`config.mk`:
```
export PLATFORM = sky130hd
export DESIGN_NAME = id_ex_stage
export DESIGN_NICKNAME = d
export VERILOG_FILES = /design/src/rtl/id_ex_stage.sv
export SDC_FILE = /design/constraint.sdc
export NUM_CORES = 1
export LEC_CHECK = 0
export CORE_AREA = 2 2 179 181
export DETAILED_ROUTE_END_ITERATION = 12
export DIE_AREA = 0 0 181 183
export PLACE_DENSITY_LB_ADDON = 0.05
export SETUP_SLACK_MARGIN = 0.2
export SYNTH_ARGS = -nofsm -noshare
export SYNTH_HDL_FRONTEND = slang
export SYNTH_SLANG_ARGS = --single-unit
```
`constraint.sdc`:
```
create_clock -name clk -period 5.5 [get_ports clk]
set_clock_uncertainty 0.15 [all_clocks]
set_input_delay 1.1 -clock clk [delete_from_list [all_inputs] [get_ports clk]]
set_output_delay 1.1 -clock clk [all_outputs]
set_load 0.005 [all_outputs]
```
`src/rtl/id_ex_stage.sv`:
```
// id_ex_stage: ID/EX pipeline register with valid/ready handshakes, operand
// muxing, hazard detection and a saturating bubble counter.
// Optional build macro ID_EX_FORWARDING_EN enables EX/MEM and MEM/WB operand
// forwarding. With forwarding, only load-use stalls. Without it, any
// in-flight writer of a used source register stalls.
module id_ex_stage #(
    parameter int unsigned XLEN = 32
) (
    input  logic            clk,
    input  logic            reset_n,
    // decode-side handshake and fields
    input  logic            in_valid,
    output logic            in_ready,
    input  logic [XLEN-1:0] in_pc,
    input  logic [XLEN-1:0] in_rs1_data,
    input  logic [XLEN-1:0] in_rs2_data,
    input  logic [XLEN-1:0] in_imm,
    input  logic [4:0]      in_rs1,
    input  logic [4:0]      in_rs2,
    input  logic [4:0]      in_rd,
    input  logic            in_use_rs1,
    input  logic            in_use_rs2,
    input  logic [3:0]      in_alu_ctrl,
    input  logic [1:0]      in_src_a,
    input  logic            in_src_b,
    input  logic [7:0]      in_ctrl,
    input  logic            flush,
    // EX/MEM stage state
    input  logic            mem_valid,
    input  logic            mem_regwrite,
    input  logic            mem_is_load,
    input  logic [4:0]      mem_rd,
    input  logic [XLEN-1:0] mem_data,
    // MEM/WB stage state
    input  logic            wb_valid,
    input  logic            wb_regwrite,
    input  logic [4:0]      wb_rd,
    input  logic [XLEN-1:0] wb_data,
    // execute-side handshake and payload
    output logic            out_valid,
    input  logic            out_ready,
    output logic [XLEN-1:0] alu_a,
    output logic [XLEN-1:0] alu_b,
    output logic [3:0]      alu_ctrl,
    output logic [XLEN-1:0] out_store_data,
    output logic [XLEN-1:0] out_pc,
    output logic [XLEN-1:0] out_imm,
    output logic [4:0]      out_rd,
    output logic [7:0]      out_ctrl,
    output logic [31:0]     bubble_count
);

    localparam int unsigned RegW  = 5;
    localparam int unsigned AluW  = 4;
    localparam int unsigned CtrlW = 8;
    localparam int unsigned CntW  = 32;

    logic            valid_q,    valid_d;
    logic [XLEN-1:0] pc_q,       pc_d;
    logic [XLEN-1:0] rs1_data_q, rs1_data_d;
    logic [XLEN-1:0] rs2_data_q, rs2_data_d;
    logic [XLEN-1:0] imm_q,      imm_d;
    logic [RegW-1:0] rs1_q,      rs1_d;
    logic [RegW-1:0] rs2_q,      rs2_d;
    logic [RegW-1:0] rd_q,       rd_d;
    logic            use_rs1_q,  use_rs1_d;
    logic            use_rs2_q,  use_rs2_d;
    logic [AluW-1:0] alu_ctrl_q, alu_ctrl_d;
    logic [1:0]      src_a_q,    src_a_d;
    logic            src_b_q,    src_b_d;
    logic [CtrlW-1:0] ctrl_q,    ctrl_d;
    logic [CntW-1:0] bubble_q,   bubble_d;

    logic            hazard;
    logic            accept;
    logic            fire;
    logic [XLEN-1:0] rs1_fwd;
    logic [XLEN-1:0] rs2_fwd;

    // Register-address matches against later stages; x0 never matches
    logic rs1_nz, rs2_nz;
    logic rs1_mem_match, rs2_mem_match, rs1_wb_match, rs2_wb_match;

    assign rs1_nz        = (rs1_q != RegW'(0));
    assign rs2_nz        = (rs2_q != RegW'(0));
    assign rs1_mem_match = rs1_nz && (mem_rd == rs1_q);
    assign rs2_mem_match = rs2_nz && (mem_rd == rs2_q);
    assign rs1_wb_match  = rs1_nz && (wb_rd == rs1_q);
    assign rs2_wb_match  = rs2_nz && (wb_rd == rs2_q);

`ifdef ID_EX_FORWARDING_EN
    logic mem_fwd_ok, wb_fwd_ok;
    assign mem_fwd_ok = mem_valid && mem_regwrite && !mem_is_load;
    assign wb_fwd_ok  = wb_valid && wb_regwrite;

    // Load-use is the only stall; everything else is bypassed, EX/MEM first
    always_comb begin
        hazard  = mem_valid && mem_is_load &&
                  ((use_rs1_q && rs1_mem_match) || (use_rs2_q && rs2_mem_match));
        rs1_fwd = rs1_data_q;
        rs2_fwd = rs2_data_q;
        if (mem_fwd_ok && rs1_mem_match)     rs1_fwd = mem_data;
        else if (wb_fwd_ok && rs1_wb_match)  rs1_fwd = wb_data;
        if (mem_fwd_ok && rs2_mem_match)     rs2_fwd = mem_data;
        else if (wb_fwd_ok && rs2_wb_match)  rs2_fwd = wb_data;
    end
`else
    logic mem_wr, wb_wr;
    logic unused_no_fwd;
    assign mem_wr        = mem_valid && mem_regwrite;
    assign wb_wr         = wb_valid && wb_regwrite;
    assign unused_no_fwd = ^{mem_is_load, mem_data, wb_data};

    // No bypass: stall until no older in-flight instruction writes a used source
    always_comb begin
        hazard  = (use_rs1_q && ((mem_wr && rs1_mem_match) || (wb_wr && rs1_wb_match))) ||
                  (use_rs2_q && ((mem_wr && rs2_mem_match) || (wb_wr && rs2_wb_match)));
        rs1_fwd = rs1_data_q;
        rs2_fwd = rs2_data_q;
    end
`endif

    assign out_valid = valid_q && !hazard;
    assign fire      = out_valid && out_ready;
    assign in_ready  = !valid_q || fire;
    assign accept    = in_valid && in_ready;

    // Operand muxes on the held select fields
    always_comb begin
        alu_a = '0;
        case (src_a_q)
            2'b00:   alu_a = rs1_fwd;
            2'b01:   alu_a = pc_q;
            default: alu_a = '0;
        endcase
        alu_b = src_b_q ? imm_q : rs2_fwd;
    end

    assign out_store_data = rs2_fwd;
    assign out_pc         = pc_q;
    assign out_imm        = imm_q;
    assign out_rd         = rd_q;
    assign out_ctrl       = ctrl_q;
    assign alu_ctrl       = alu_ctrl_q;
    assign bubble_count   = bubble_q;

    // Next-state: slot occupancy, payload capture and bubble counting
    always_comb begin
        valid_d    = valid_q;
        pc_d       = pc_q;
        rs1_data_d = rs1_data_q;
        rs2_data_d = rs2_data_q;
        imm_d      = imm_q;
        rs1_d      = rs1_q;
        rs2_d      = rs2_q;
        rd_d       = rd_q;
        use_rs1_d  = use_rs1_q;
        use_rs2_d  = use_rs2_q;
        alu_ctrl_d = alu_ctrl_q;
        src_a_d    = src_a_q;
        src_b_d    = src_b_q;
        ctrl_d     = ctrl_q;
        bubble_d   = bubble_q;

        if (flush)       valid_d = 1'b0;
        else if (accept) valid_d = 1'b1;
        else if (fire)   valid_d = 1'b0;

        if (accept) begin
            pc_d       = in_pc;
            rs1_data_d = in_rs1_data;
            rs2_data_d = in_rs2_data;
            imm_d      = in_imm;
            rs1_d      = in_rs1;
            rs2_d      = in_rs2;
            rd_d       = in_rd;
            use_rs1_d  = in_use_rs1;
            use_rs2_d  = in_use_rs2;
            alu_ctrl_d = in_alu_ctrl;
            src_a_d    = in_src_a;
            src_b_d    = in_src_b;
            ctrl_d     = in_ctrl;
        end

        if (valid_q && hazard && (bubble_q != {CntW{1'b1}}))
            bubble_d = bubble_q + CntW'(1);
    end

    // State registers
    always_ff @(posedge clk or negedge reset_n) begin
        if (!reset_n) begin
            valid_q    <= 1'b0;
            pc_q       <= '0;
            rs1_data_q <= '0;
            rs2_data_q <= '0;
            imm_q      <= '0;
            rs1_q      <= '0;
            rs2_q      <= '0;
            rd_q       <= '0;
            use_rs1_q  <= 1'b0;
            use_rs2_q  <= 1'b0;
            alu_ctrl_q <= '0;
            src_a_q    <= '0;
            src_b_q    <= 1'b0;
            ctrl_q     <= '0;
            bubble_q   <= '0;
        end else begin
            valid_q    <= valid_d;
            pc_q       <= pc_d;
            rs1_data_q <= rs1_data_d;
            rs2_data_q <= rs2_data_d;
            imm_q      <= imm_d;
            rs1_q      <= rs1_d;
            rs2_q      <= rs2_d;
            rd_q       <= rd_d;
            use_rs1_q  <= use_rs1_d;
            use_rs2_q  <= use_rs2_d;
            alu_ctrl_q <= alu_ctrl_d;
            src_a_q    <= src_a_d;
            src_b_q    <= src_b_d;
            ctrl_q     <= ctrl_d;
            bubble_q   <= bubble_d;
        end
    end

endmodule

```
* Yosys cells after proc, flatten, opt, wreduce, memory -nomap -nowiden
Index checks and enable logic that the tools add are counted.
Storage, ports and cells: ROM bits 0, output and inout bits 211, input port bits 244, logic and storage cells 54, RAM bits 0, latch bits 0, flip-flop bits (word level) 193, memories 0
Cells by class: multiply operators 0, $lt $le $gt $ge 0, reductions and logical operators 27, shift operators 0, add/subtract/negate cells 1, equality and inequality tests 6, div/mod/pow operators 0, bitwise operators 0, multiplexer cells 5
Operators with widths (count):
- $pmux W32 S2 | 1
- $add A32 B1 Y32 const B | 1
- $mux W32 | 1
- $ne A32 B32 Y1 const B | 1
- $eq A5 B5 Y1 | 4
- $logic_and A1 B1 Y1 | 17
- $reduce_bool A5 Y1 | 2
- $logic_or A1 B1 Y1 | 4
- $mux W1 | 3
- $reduce_bool A3 Y1 | 1
- $eq A2 B1 Y1 const B | 1
- $logic_not A1 Y1 | 2
- $logic_not A2 Y1 | 1

* Depth between registers and ports, before layout
Gate-level depths: netlist of run 1.
word-level depth 13, depth in mapped cells 9, gate-level depth less buffers 7

* Worst setup path after synthesis of run 1
No wires, ideal clock.
kind input port to output port, start point in mem_rd[4], end point out out_valid, slack 2.233 ns, stages on the path 5, required time 4.250 ns, arrival time 2.017 ns, cells stage by stage xor2_1 nor4_1 nand4_1 a21oi_1 nor3b_1
On the way: longest elaborated chain between the ends 8
RTL lines:
- start: declaration | line 32 | input logic [4:0] mem_rd,
- $eq A5 B5 Y1 (on tied branches) | line 86, 87
- $logic_and A1 B1 Y1 (on tied branches) | line 86, 87
- $logic_and A1 B1 Y1 (on tied branches) | line 116, 117
- $logic_or A1 B1 Y1 (on tied branches) | line 116, 117
- $logic_and A1 B1 Y1 (on tied branches) | line 116, 117
- $logic_or A1 B1 Y1 * | line 116 | hazard = (use_rs1_q && ((mem_wr && rs1_mem_match) || (wb_wr && rs1_wb_match))) ||
- $logic_not A1 Y1 * | line 123 | assign out_valid = valid_q && !hazard;
- $logic_and A1 B1 Y1 * | line 123
- end: declaration | line 40 | output logic out_valid,
Mark *: on every way between the ends. The rest lies on a longest branch, timed or not.

* Final worst setup path of run 1
start point in wb_rd[0], end point out in_ready
On the way: longest elaborated chain between the ends 10
RTL lines:
- start: declaration | line 37 | input logic [4:0] wb_rd,
- $eq A5 B5 Y1 (on tied branches) | line 88, 89
- $logic_and A1 B1 Y1 (on tied branches) | line 88, 89
- $logic_and A1 B1 Y1 (on tied branches) | line 116, 117
- $logic_or A1 B1 Y1 (on tied branches) | line 116, 117
- $logic_and A1 B1 Y1 (on tied branches) | line 116, 117
- $logic_or A1 B1 Y1 * | line 116
- $logic_not A1 Y1 * | line 123
- $logic_and A1 B1 Y1 * | line 123
- $logic_and A1 B1 Y1 * | line 124 | assign fire = out_valid && out_ready;
- $logic_or A1 B1 Y1 * | line 125 | assign in_ready = !valid_q || fire;
- end: declaration | line 13 | output logic in_ready,
Marked as above.

==> flow_metrics.py, run 1 <==
metrics = {
    "routing": {
        "wl_per_cell_microns": 19.4,
        "wl_met3_mm": 2.11,
        "drc": 0,
        "routed.top_layer": "met5",
        "wl_met2_mm": 13.8,
        "vias_per_cell": 4.57,
        "drt_wl_total_mm": 28.0,
        "first_pass_iters": 4,
        "vias": 6614,
        "ant_nets": 0,
        "drt-initial-drc-count": 259,
        "met1_length_mm": 11.8,
    },
    "floorplan": {
        "start_util_pct": 28.1,
        "fp-row-count": 65,
        "die_area_sq_mm": 0.0331,
        "ioPinCount": 455,
        "die_h_microns": 183,
        "core_area_sq_mm": 0.0312,
        "die_x_microns": 181,
    },
    "timing": {
        "clock.fmax_mhz": 225,
        "rsz0062_at_grt": "no",
        "slew_headroom_pct": 24.8,
        "finalCritPeriodShare_pct": 80.8,
        "worst_pin_slew_ps": 1130,
        "setup_tns_ps": 0,
        "finalSetupViolCount": 0,
        "slew_viol_final": 0,
        "final_hold_viol_count": 0,
        "fin_crit_ps": 4440,
    },
    "setup_path": {
        "setup.worst_path.class": "in -> out",
        "r2r-end": "out_ctrl[2]",
        "r2r-start": "rs2_q[0]",
        "worstPathRequired_ps": 4250,
        "critPathLaunch": "wb_rd[0]",
        "worstPathArrival_ps": 3190,
        "crit_path_end": "in_ready",
        "cp-start-kind": "input pin",
        "worstRegToRegCells": 8,
        "r2r_setup_slack_ps": 2440,
        "worstPathMaxFanout": 3,
        "end_kind": "output pin",
    },
    "yosys": {
        "syn_area_per_cell_sq_um": 13.4,
        "seq_area_frac_synth_pct": 55.0,
        "synth_area_leaders": "dfrtp_1, mux2_1, mux2_2",
        "synth.distinct_cells": 30,
        "ys_seq_elements": 193,
        "synth-warning-count": 0,
        "syn-instance-count": 655,
        "syn_nets": 900,
        "post-synth-top-area-cell": "dfrtp_1",
        "synth.cell_area_sq_mm": 0.00878,
        "yosys.area.top_type_share_pct": 55.0,
    },
    "clock_network": {
        "clock_path_buffers": 2,
        "cts_setup_buffers": 0,
        "hold_buffers": 0,
        "clk_pin_slew_ps": 70,
        "cts_root_buf": "clkbuf_16",
        "clock_latency_ps": 440,
        "htree_levels": 4,
        "numCtsBuffers": 17,
        "cts.sinks": 193,
        "tritoncts": "done",
        "cts_resized": 0,
    },
    "final_layout": {
        "syn2layout_area_growth_pct": 55.3,
        "layout_common_cells": "clkdlybuf4s50_1, dfrtp_1, mux2_1",
        "layout_commonest_cell": "clkdlybuf4s50_1",
        "nets": 1276,
        "drive_gt1_share_pct": 13.3,
        "nFillCells": 3008,
    },
    "pwr": {
        "peakVddDrop_v": 0.000181,
        "pwr_density_cell_mw_per_mm2": 288,
        "finalPower_uw": 3920,
        "p_leak_uw": 0.00564,
    },
    "flow_run": {
        "cap_violations": 0,
    },
    "hold_path": {
        "hold_class": "reg -> reg",
    },
    "outcome": {
        "outcome": "complete, no violations",
    },
    "global_routing": {
        "grt_pass1_wl_mm": 42.3,
        "grt_start_max_net_pins": 107,
        "grt_pass1_vias": 6788,
        "overflow": 0,
        "grt_use_total_pct": 16.8,
        "antenna_found_initial": 4,
    },
    "place": {
        "gp_congestion": 0.770,
        "io_buffers": 389,
        "dp_hpwl_mm": 20.2,
    },
}
-- cells by family (layout without fill, tap and decap cells) --
kind of cell,count (synthesis),in the layout,share of synthesized area [%]
compound gates,7,7,0.627
buf+inv,42,430,2.83
flops,193,193,55.0
xor+xnor,51,51,5.08
simple gates,136,136,7.95
mux,225,225,28.4
fa+ha+maj,1,1,0.142
other cells,0,2,0
-- registers in the layout, indices dropped and copies added, names as in the netlist --
register,flops
use_rs2_q,1
use_rs1_q,1
out_pc,32
alu_ctrl,4
out_rd,5
rs2_q,5
rs1_data_q,32
out_imm,32
out_store_data,32
src_a_q,2
out_ctrl,8
rs1_q,5
src_b_q,1
valid_q,1
bubble_count,32
-- power by group --
| part | switching [uW] | internal, uW |
|---|---|---|
| Sequential | 138 | 1580 |
| Combinational | 317 | 644 |
| Clock | 591 | 658 |
| Total | 1050 | 2880 |
-- critical path, cell delays in order --
cell and delay (ps):
clkdlybuf4s50_1 470, xor2_1 190, nor4_1 310, nand4_1 130, a21oi_1 370, o31ai_4 150
clkdlybuf4s50_1 460
-- layer usage --
layer	vias up	global-route usage [%]
met1	3257	20.9
met2	245	28.0
met5	-	0
met4	4	4.03
li1	3089	-
met3	19	5.88
-- cell type report --
cell class	instances	area, sq um	area share, %
inverters	2	7.51	0.0550
repair buffers	397	4000	29.3
well taps	402	503	3.69
clock inverters	12	120	0.880
diodes	2	5.00	0.0367
clock buffers	19	453	3.32
flip-flops and latches	193	4830	35.4
multi-input cells	420	3730	27.3
-- Yosys cell counts --
| cell type | number |
|---|---|
| clkbuf_1 | 17 |
| nor2_1 | 38 |
| nand4_1 | 21 |
| dfrtp_1 | 193 |
| buf_1 | 5 |
| or3_1 | 2 |
| or4_1 | 3 |
| o31ai_4 | 1 |
| and4_1 | 1 |
| a21oi_2 | 1 |
| o21ai_0 | 1 |
| nand2_2 | 1 |
| and3_1 | 3 |
| nor3b_1 | 3 |
| inv_1 | 2 |
| buf_6 | 11 |
| nand2_1 | 9 |
| a21oi_1 | 2 |
| mux2_2 | 93 |
| mux2i_1 | 32 |
| nand3_1 | 17 |
| ha_1 | 1 |
| xor2_1 | 47 |
| mux2_1 | 100 |
| nor4_1 | 10 |
| buf_2 | 7 |
| xnor2_1 | 4 |
| nor4b_1 | 3 |
| o21ai_1 | 2 |
| nor3_1 | 25 |
-- stage by stage --
| step | utilization (%) | hold WS, ps | std cells | setup slack [ps] | instance area [sq um] |
|---|---|---|---|---|---|
| floorplan | - | 314 | 655 | 2230 | 8780 |
| global placement | 41.8 | 324 | 1414 | 1050 | 13100 |
| detailed placement | 41.8 | 331 | 1414 | 1060 | 13100 |
| CTS | 43.7 | 348 | 1445 | 1060 | 13600 |
| global route | 43.7 | 352 | 1447 | 915 | 13600 |
| finish | 43.7 | 341 | 1447 | 1060 | 13600 |
-- how the worst min path moves through the flow --
| stage | from | endpoint | slack (ps) | cells after the start |
|---|---|---|---|---|
| 6_report | alu_ctrl[2] | alu_ctrl[2] | 340 | 1 |
| 5_1_grt | rs1_data_q[16] | rs1_data_q[16] | 350 | 1 |
| 4_1_cts | alu_ctrl[2] | alu_ctrl[2] | 350 | 1 |
| 3_5_place_dp | alu_ctrl[2] | alu_ctrl[2] | 330 | 1 |
| 3_3_place_gp | rs1_data_q[7] | rs1_data_q[7] | 320 | 1 |
| 2_1_floorplan | rs1_data_q[0] | rs1_data_q[0] | 310 | 1 |
Power figures use the tool's default switching activity.
==> run 2, diff against run 1 <==
--- a/config.mk
+++ b/config.mk
@@ -5,9 +5,9 @@
 export SDC_FILE = /design/constraint.sdc
 export NUM_CORES = 1
 export LEC_CHECK = 0
-export CORE_AREA = 2 2 179 181
+export CORE_AREA = 2 2 175 177
 export DETAILED_ROUTE_END_ITERATION = 12
-export DIE_AREA = 0 0 181 183
+export DIE_AREA = 0 0 177 179
 export PLACE_DENSITY_LB_ADDON = 0.05
 export SETUP_SLACK_MARGIN = 0.2
 export SYNTH_ARGS = -nofsm -noshare
==> constraint.sdc (replaced) <==
create_clock -name clk -period 4.6 [get_ports clk]
set_clock_uncertainty 0.15 [all_clocks]
set_input_delay 0.92 -clock clk [delete_from_list [all_inputs] [get_ports clk]]
set_output_delay 0.92 -clock clk [all_outputs]
set_load 0.005 [all_outputs]
==> flow_metrics.py, run 2 (same netlist as run 1, synthesis figures left out) <==
metrics = {
    "clock_network": {
        "cts_resized": 0,
        "htree_levels": 4,
        "clock_latency_ps": 440,
        "tritoncts": "done",
        "cts_root_buf": "clkbuf_16",
        "clk_pin_slew_ps": 80,
        "clock_path_buffers": 2,
        "cts_setup_buffers": 0,
        "hold_buffers": 0,
        "numCtsBuffers": 17,
        "cts.sinks": 193,
    },
    "pwr": {
        "power_frac_comb_pct": 24.7,
        "finalPower_uw": 4660,
        "pwr_density_cell_mw_per_mm2": 341,
        "p_leak_uw": 0.00567,
        "pwr-share-clk_pct": 31.5,
        "seqPwrFrac_pct": 43.8,
        "p_sw_share_pct": 26.5,
        "intPower_uw": 3430,
        "peakVddDrop_v": 0.000199,
        "p_sw_uw": 1240,
    },
    "setup_path": {
        "worstRegToRegCells": 8,
        "slowest_stage": "clkdlybuf4s50_1",
        "r2r_setup_slack_ps": 1690,
        "cpLargestDelayFamily": "buffers and inverters",
        "end_kind": "output pin",
        "critical-path-top-cell-by-count": "clkdlybuf4s50_1",
        "setup.worst_path.class": "in -> out",
        "path_cells": "clkdlybuf4s50_1 > xor2_1 > nor4_1 > nand4_1 > a21oi_1 > o31ai_4 > clkdlybuf4s50_1",
        "worstPathArrival_ps": 3020,
        "critPathLaunch": "mem_rd[4]",
        "max_stage_delay_ps": 480,
        "worstPathRequired_ps": 3530,
        "worstPathMaxFanout": 3,
        "r2r-start": "rs2_q[4]",
        "cp-start-kind": "input pin",
        "r2r-end": "out_pc[8]",
        "cp_num_cells": 7,
        "crit_buf_inv": 2,
    },
    "routing": {
        "met1_length_mm": 11.1,
        "vias": 6603,
        "drc": 0,
        "routed.top_layer": "met4",
        "vias_per_cell": 4.57,
        "first_pass_iters": 4,
        "wl_per_cell_microns": 18.6,
        "ant_nets": 0,
        "wl_met2_mm": 13.3,
        "drt_wl_total_mm": 26.9,
        "drt-initial-drc-count": 248,
        "wl_met3_mm": 2.10,
    },
    "timing": {
        "final_hold_viol_count": 0,
        "rsz0062_at_grt": "no",
        "setup_tns_ps": 0,
        "finalCritPeriodShare_pct": 89.0,
        "slew_headroom_pct": 47.2,
        "finalSetupViolCount": 0,
        "whs_ps": 341,
        "worst_pin_slew_ps": 791,
        "slew_viol_final": 0,
        "clock.fmax_mhz": 244,
        "fin_crit_ps": 4090,
    },
    "hold_path": {
        "worstHoldPathCells": 1,
        "hold_class": "reg -> reg",
        "hold_path_end": "bubble_count[29]",
        "hold_start": "bubble_count[29]",
    },
    "global_routing": {
        "grt_use_total_pct": 16.8,
        "grt_pass1_vias": 6728,
        "grt_pass1_wl_mm": 40.5,
        "antenna_found_initial": 0,
        "grt_start_max_net_pins": 91,
        "overflow": 0,
    },
    "final_layout": {
        "multiInputGateArea_sq_mm": 0.00373,
        "layout_commonest_cell": "clkdlybuf4s50_1",
        "drive_gt1_share_pct": 13.7,
        "nets": 1281,
        "layout_common_cells": "clkdlybuf4s50_1, dfrtp_1, mux2_1",
        "syn2layout_area_growth_pct": 55.7,
        "final_cell_area_sq_mm": 0.0137,
        "nFillCells": 2815,
        "diodes": 0,
        "seq_area_sq_mm": 0.00483,
    },
    "floorplan": {
        "die_x_microns": 177,
        "die_h_microns": 179,
        "fp-row-count": 64,
        "core_area_sq_mm": 0.0300,
        "ioPinCount": 455,
        "die_area_sq_mm": 0.0317,
        "start_util_pct": 29.3,
    },
    "place": {
        "io_buffers": 389,
        "gp_congestion": 0.764,
        "dp_hpwl_mm": 19.6,
        "dpl-instance-area_sq_mm": 0.0131,
    },
    "outcome": {
        "outcome": "complete, no violations",
    },
    "flow_run": {
        "cap_violations": 0,
    },
}
[run 2: cell types whose count changed in the layout (fill, tap and decap cells not counted), sizes merged]
cell | before | now
buf | 8 | 13
clkinv | 2 | 5
diode | 2 | 0
clkinvlp | 2 | 1
inv | 9 | 8
[run 2: area by class of cell]
type / count / area share, %
multi-input combinational: 420 / 27.3
inverter: 2 / 0.0549
clock buffer: 19 / 3.24
timing repair buffer: 402 / 29.6
tap: 396 / 3.62
sequential: 193 / 35.3
clock inverter: 13 / 0.915
[run 2: routing by layer]
layer	vias to the layer above	global-route usage [%]
met2	226	28.5
met3	26	5.41
met4	0	4.65
li1	3088	-
met5	-	0
met1	3263	20.5
[run 2: power by group through the flow]
| stage | sequential (uW) | combinational [uW] | clock [uW] |
|---|---|---|---|
| floorplan | 2040 | 416 | 0 |
| global placement | 2070 | 1170 | 0 |
| detailed placement | 2080 | 1170 | 0 |
| CTS | 2050 | 1180 | 1530 |
| global route | 2070 | 1250 | 1600 |
| finish | 2040 | 1150 | 1470 |
[run 2: per-stage QoR]
| stage | utilization, % | worst slack (ps) | instances |
|---|---|---|---|
| global route | 45.5 | 297 | 1445 |
| floorplan | - | 1690 | 655 |
| detailed placement | 43.7 | 479 | 1413 |
| global placement | 43.7 | 463 | 1413 |
| finish | 45.5 | 507 | 1445 |
| CTS | 45.5 | 472 | 1445 |
[run 2: how the worst max path moves through the flow]
stage	to	slack, ps
after detailed placement	in_ready	480
after global placement	in_ready	460
after floorplan	out_valid	1690
final	in_ready	510
after CTS	in_ready	470
after global routing	in_ready	300
